## src/rtl/demux_pkg.sv

```systemverilog
// demux_pkg: shared state encoding, lane indices and default lane width for the demux frame controller
package demux_pkg;
    typedef enum logic [1:0] {IDLE, RUN, HOLD} state_t;
    localparam logic [1:0] LANE0 = 2'd0;
    localparam logic [1:0] LANE1 = 2'd1;
    localparam logic [1:0] LANE2 = 2'd2;
    localparam logic [1:0] LANE3 = 2'd3;
    localparam int DEF_WIDTH = 8;
endpackage

```

## src/rtl/demux_lane_shreg.sv

```systemverilog
// demux_lane_shreg: MSB-first shift register with shift enable and synchronous clear
module demux_lane_shreg
    import demux_pkg::*;
#(
    parameter int WIDTH = DEF_WIDTH
) (
    input  logic             clk,
    input  logic             clr,
    input  logic             en,
    input  logic             d,
    output logic [WIDTH-1:0] q
);
    always_ff @(posedge clk) q <= clr ? '0 : en ? {q[WIDTH-2:0], d} : q;
endmodule

```

## src/rtl/demux_frame_ctrl.sv

```systemverilog
// demux_frame_ctrl: round-robin demux sequencer that captures a TDM stream into four lane words
module demux_frame_ctrl
    import demux_pkg::*;
#(
    parameter int WIDTH = DEF_WIDTH
) (
    input  logic             clk,
    input  logic             rst_n,
    input  logic             start,
    input  logic             abort,
    input  logic             in_valid,
    output logic             s0,
    output logic             s1,
    input  logic             y0,
    input  logic             y1,
    input  logic             y2,
    input  logic             y3,
    output logic             busy,
    output logic             out_valid,
    input  logic             out_ready,
    output logic [WIDTH-1:0] lane0,
    output logic [WIDTH-1:0] lane1,
    output logic [WIDTH-1:0] lane2,
    output logic [WIDTH-1:0] lane3,
    output logic             lane_err
);
    localparam int CW = $clog2(WIDTH) + 1;
    state_t state, state_nx;
    logic [1:0] sel;
    logic [CW-1:0] round;
    logic [3:0] ys;
    logic [WIDTH-1:0] lane_q [4];
    logic enter, acc, last;
    assign ys = {y3, y2, y1, y0};
    assign enter = state == IDLE && start && !abort;
    assign acc = state == RUN && in_valid && !abort;
    assign last = acc && sel == LANE3 && round == CW'(WIDTH - 1);
    always_ff @(posedge clk) state <= !rst_n ? IDLE : state_nx;
    // abort wins over completion and handshake; it is a no-op in IDLE
    always_comb
        state_nx = abort && state != IDLE ? IDLE
                 : enter ? RUN
                 : last ? HOLD
                 : state == HOLD && out_ready ? IDLE
                 : state;
    always_comb begin
        busy = state == RUN;
        out_valid = state == HOLD;
        {s1, s0} = busy ? sel : 2'b00;
    end
    always_ff @(posedge clk) begin
        if (!rst_n || enter) begin
            sel <= '0;
            round <= '0;
            lane_err <= 1'b0;
        end else if (acc) begin
            sel <= sel + 2'd1;
            round <= sel == LANE3 ? round + CW'(1) : round;
            lane_err <= lane_err | (|(ys & ~(4'b0001 << sel)));
        end
    end
    for (genvar i = 0; i < 4; i++) begin : g_lane
        demux_lane_shreg #(.WIDTH(WIDTH)) u_shreg (
            .clk(clk),
            .clr(!rst_n || enter),
            .en (acc && sel == 2'(i)),
            .d  (ys[i]),
            .q  (lane_q[i])
        );
    end
    assign lane0 = lane_q[LANE0];
    assign lane1 = lane_q[LANE1];
    assign lane2 = lane_q[LANE2];
    assign lane3 = lane_q[LANE3];
endmodule

```

## config.mk

```make
export PLATFORM = sky130hd
export DESIGN_NAME = demux_frame_ctrl
export DESIGN_NICKNAME = d
export VERILOG_FILES = /design/src/rtl/demux_pkg.sv /design/src/rtl/demux_lane_shreg.sv /design/src/rtl/demux_frame_ctrl.sv
export SDC_FILE = /design/constraint.sdc
export NUM_CORES = 1
export LEC_CHECK = 0
export BUFFER_PORTS_ARGS = -buffer_cell sky130_fd_sc_hd__buf_2
export CELL_PAD_IN_SITES_DETAIL_PLACEMENT = 1
export CELL_PAD_IN_SITES_GLOBAL_PLACEMENT = 2
export CORE_MARGIN = 3
export CORE_UTILIZATION = 32
export DETAILED_ROUTE_END_ITERATION = 7
export GPL_ROUTABILITY_DRIVEN = 0
export PLACE_DENSITY_LB_ADDON = 0.1
export SLEW_MARGIN = 20
export SYNTH_ARGS = -nofsm -noshare
export SYNTH_HDL_FRONTEND = slang
export SYNTH_SLANG_ARGS = --single-unit
```

## constraint.sdc

```tcl
create_clock -name clk -period 4.2 [get_ports clk]
set_clock_uncertainty 0.15 [all_clocks]
set_input_delay 0.42 -clock clk [delete_from_list [all_inputs] [get_ports clk]]
set_output_delay 0.42 -clock clk [all_outputs]
set_load 0.02 [all_outputs]
```

== Word level (Yosys, flattened, before mapping) ==
Cells that the tools add are included.
Storage, ports and cells
  register bits after elaboration: 41
  bits in latches: 0
  memory bits (writable): 0
  memory bits (read-only): 0
  input port bits: 10
  word-level logic and storage cells: 49
  memories: 0
Operators by class
  add/sub/neg operators: 2
  multiply operators: 0
  div/mod/pow operators: 0
  $lt $le $gt $ge: 0
  equal/unequal tests: 6
  shift operators: 1
  mux-type cells: 4
  bitwise gates (word level): 4
  reductions and logical operators: 23
Operator list (number)
  $logic_and 1x1->1: 11
  $eq 2x2->1 const B: 3
  $mux 2: 3
  $add 4x1->4 const B: 1
  $and 4x4->4: 1
  $eq 2x1->1 const B: 2
  $eq 4x3->1 const B: 1
  $logic_not 2->1: 2
  $not 4->4: 1
  $reduce_bool 2->1: 2
  $reduce_or 4->1: 1
  $shl 1x2->4 const A: 1
  $reduce_bool 3->1: 1
  $reduce_or 3->1: 1
  $add 2x1->2 const B: 1
  $logic_not 1->1: 2
  $reduce_and 2->1: 1
  $reduce_or 2->1: 1
  $logic_or 1x1->1: 1
  $mux 1: 1
  $not 1->1: 1
  $or 1x1->1: 1

== Logic depth before layout (Yosys ltp) ==
  word-level depth: 7
  gate-level depth with buffers: 6
  depth with buffers taken out: 5

== Cells and area by module ==
From an unflattened synthesis, not the netlist that was laid out.
Second synthesis, totals
  cell total of the unflattened synthesis: 169
  area, all modules: 1696.6 µm²
Modules (own cells, without submodules)
  demux_lane_shreg: times used 4, cells an instance 26, area each 285.3 µm², seq. area each 160.2 µm²
  demux_frame_ctrl: times used 1, cells an instance 65, area each 555.5 µm², seq. area each 180.2 µm²

== Worst setup path before layout ==
OpenSTA, ideal clock, no wires.
  kind: reg2reg
  from: register sel[0]
  to: register state[1]
  arrival: 1.384 ns
  data required time: 3.990 ns
  slack: 2.606 ns
  cell stages (with the launch flop): 6
  buffers on the path: 1
  clock period less this slack: 1.594 ns
  cell sequence: dfxtp_1 ha_1 clkbuf_1 nand2_1 nor4_1 o2111a_1
Between the ends
  longest elaborated chain between the ends: 4
  elaborated cells between the ends (all ways): 5
  those cells by class: 1 x eq/ne; 1 x mux; 3 x reduce/logical
Ends and longest elaborated chain
  start: declaration: line demux_frame_ctrl.sv:29  | logic [1:0] sel;
  start signal: assignment: line demux_frame_ctrl.sv:57  | sel <= sel + 2'd1;
  $eq 2x2->1 (*): line demux_frame_ctrl.sv:37  | assign last = acc && sel == LANE3 && round == CW'(WIDTH - 1);
  $logic_and 1x1->1 (*) (2 in a row): line demux_frame_ctrl.sv:37
  $mux 2 or $reduce_bool 2->1 (tied branches)
  end signal: assignment: line demux_frame_ctrl.sv:38  | always_ff @(posedge clk) state <= !rst_n ? IDLE : state_nx;
  end: declaration: line demux_frame_ctrl.sv:28  | state_t state, state_nx;
Mark *: on every way between the ends. The rest lies on a longest branch, timed or not.
A chain may end at the register's enable or synchronous reset.

== Final worst setup path ==
  from: register state[0]
  to: register round[3]
Between the ends
  longest elaborated chain between the ends: 4
  elaborated cells between the ends (all ways): 8
  those cells by class: 1 x eq/ne; 7 x reduce/logical
Ends and longest elaborated chain
  $eq 2x1->1 or $logic_not 2->1 (tied branches): line demux_frame_ctrl.sv:36, demux_frame_ctrl.sv:35
  $logic_and 1x1->1, on equally long branches (2 in a row): line demux_frame_ctrl.sv:36, demux_frame_ctrl.sv:35
  $reduce_and 2->1 (no line) or $logic_or 1x1->1 (tied branches)
  end signal: assignment: line demux_frame_ctrl.sv:58  | round <= sel == LANE3 ? round + CW'(1) : round;
  end: declaration: line demux_frame_ctrl.sv:30  | logic [CW-1:0] round;
Several ways; a longest one is shown, not always the timed one.

==> flow_summary.ini <==
[run_status]
status = finished clean

[sta]
fmax_mhz = 504
tightest_slew_ns = 0.756
slew_headroom = 0.495
hold_viol_final = 0
period_share = 0.473
rsz0062_at_grt = false
final-setup-viol-count = 0
setup_tns_ns = 0
drv_slew = 0
period_needed_ns = 1.99

[route]
finalWirelength_um = 4680
wl_per_cell_um = 14.8
wl_met3_um = 259
viasPerCell = 5.10
wl_met1_um = 2390
drc = 0
drtPass1Iterations = 4
ant_nets = 0
drt-initial-drc-count = 87
dr.max_layer_used = met4
dr_total_vias = 1617
wl_met2_um = 1960

[global_routing]
track_usage = 0.152
antenna_found_initial = 0
grt_max_degree = 42
overflow = 0
grt_pass1_wl_um = 7880
grt_pass1_vias = 1568

[logic_synthesis]
syn_area_um2 = 1780
ys_warn_count = 0
synthTopCellsByArea = dfxtp_1 46%, a21oi_1 11%, nand3_1 9.8%
avgSynthCellArea_um2 = 8.48
yosys.area.top_type = dfxtp_1
synth_top_area_share = 0.461
synth_commonest_cells = 41 x dfxtp_1, 40 x a21oi_1, 35 x nand3_1, 35 x o21ai_0, 10 x inv_1
netlist_instances = 210
async_flop_share = 0
synth_most_common_cell = dfxtp_1
synth_edf_count = 0
ys.flop_type = dfxtp_1
ys_seq_area_frac = 0.461
yosys.cell_types.count = 27
syn_nets = 225
yosys_register_bits = 41

[worst_setup_path]
critPathBufInv = 0
arrival_ns = 2.04
end_kind = flip-flop
path_depth = 3
crit_family = simple AND/OR/NAND/NOR gates
crit_path_start_kind = flip-flop
ff2ff_path_depth = 3
critical_path.max_stage_delay_ns = 0.63
path_cells = nand4bb_4, or4_1, a21oi_1
slowest_stage = or4_1
cp_max_fo = 41
critPathRequiredTime_ns = 4.26
crit_type = flip-flop to flip-flop

[clock_tree]
ctsLongestPathBuffers = 2
cts_setup_buffers = 0
clk_latency_ns = 0.30
cts_tree = yes
post_cts_resized = 0
cts_hold_buf = 0
htreeDepth = 2
clock_sinks = 41
path_clk_slew_ns = 0.08
cts_buffers = 5
cts_root_buffer = clkbuf_8

[layout]
final_cell_area_um2 = 2110
utilization = 0.403
syn_to_final_growth_pct = 18.5
insertedDiodeCount = 0
instances_no_fill = 317
final_nets = 262
drive_gt1_frac = 0.235

[power]
leakagePower_nw = 0.803
power.density_nw_per_um2 = 347
p_sw_frac = 0.219
power.internal_uw = 571
peakVddDrop_mv = 0.149
power.share.clock = 0.425
seqPwrFrac = 0.534
pwr-share-comb = 0.042
p_switching_uw = 161
total_power_uw = 732

[floorplanning]
rows = 26
core_area_um2 = 5240
dieArea_um2 = 6500
die_w_um = 80.6
initial_core_util = 0.340
io_pins = 47
die_y_um = 80.6

[flow_run]
maxCapViolCount = 0

[place]
placed_cell_area_um2 = 2010
dpl.cell_count = 310
hpwl_um = 2980
io_buffers = 46

[hold_path]
hp-class = input pin to flip-flop
holdPathStages = 3
==> final timing paths <==
kind	from	end	slack, ns
max	state[0]	round[3]	2.21
min reg2reg	lane_err	lane_err	0.32
min	y1	g_lane[1].u_shreg.q[0]	0.24
max reg2reg	state[0]	round[3]	2.21
==> registers in the layout (all words and copies together) (netlist names) <==
name and cells:
sel 2, g_lane.u_shreg.q 32, round 4, lane_err 1, state 2
==> cell families after synthesis <==
kind of cell             synth area share
AO/OA/AOI/OAI                       0.226
adder cells (fa/ha/maj)            0.0351
buffers and inverters              0.0857
flip-flops                          0.461
multiplexers                      0.00562
AND/OR/NAND/NOR                     0.187
==> power by group through the flow <==
stage	combinational [mW]	clock (mW)	sequential [mW]
after global routing	0.0340	0.341	0.391
after global placement	0.0312	0	0.400
after CTS	0.0312	0.323	0.391
final	0.0305	0.311	0.391
after detailed placement	0.0309	0	0.400
after floorplan	0.0234	0	0.400
==> layout make-up <==
class,instances,area [µm²]
clock buffer,5,68.8
clock inverter,2,35.0
fill,654,3130
inverter,10,37.5
multi-input combinational,142,823
sequential,41,821
tap,70,87.6
timing repair buffer,47,238
==> worst register-to-register path: stages, from the launching register on <==
cell and delay [ns]:
dfxtp_1 0.50, nand4bb_4 0.48, or4_1 0.63, a21oi_1 0.14
==> layer usage <==
layer / global-route usage / vias to the layer above
met4: 0.0507 / 0
met2: 0.225 / 41
met1: 0.215 / 749
met3: 0.0370 / 8
met5: 0 / -
li1: - / 819
==> per-stage QoR <==
step           setup slack, ns  hold WS [ns]
4_1_cts                   2.18         0.229
3_5_place_dp              2.01         0.306
2_1_floorplan             2.61         0.303
5_1_grt                   1.99         0.229
6_report                  2.21         0.238
3_3_place_gp              2.05         0.304
==> cells in the final DEF, fill, tap and decap left out, types with 2 or more instances in the layout <==
master    instances
clkbuf_8          5
buf_2            46
inv_1            10
o21ai_0          35
nor2b_1           4
dfxtp_1          41
or3_1             2
nand3_1          35
a21oi_1          40
nand2_1           6
nor2_1            2
nor3_1            2
ha_1              5
(Power assumes the default switching activity.)
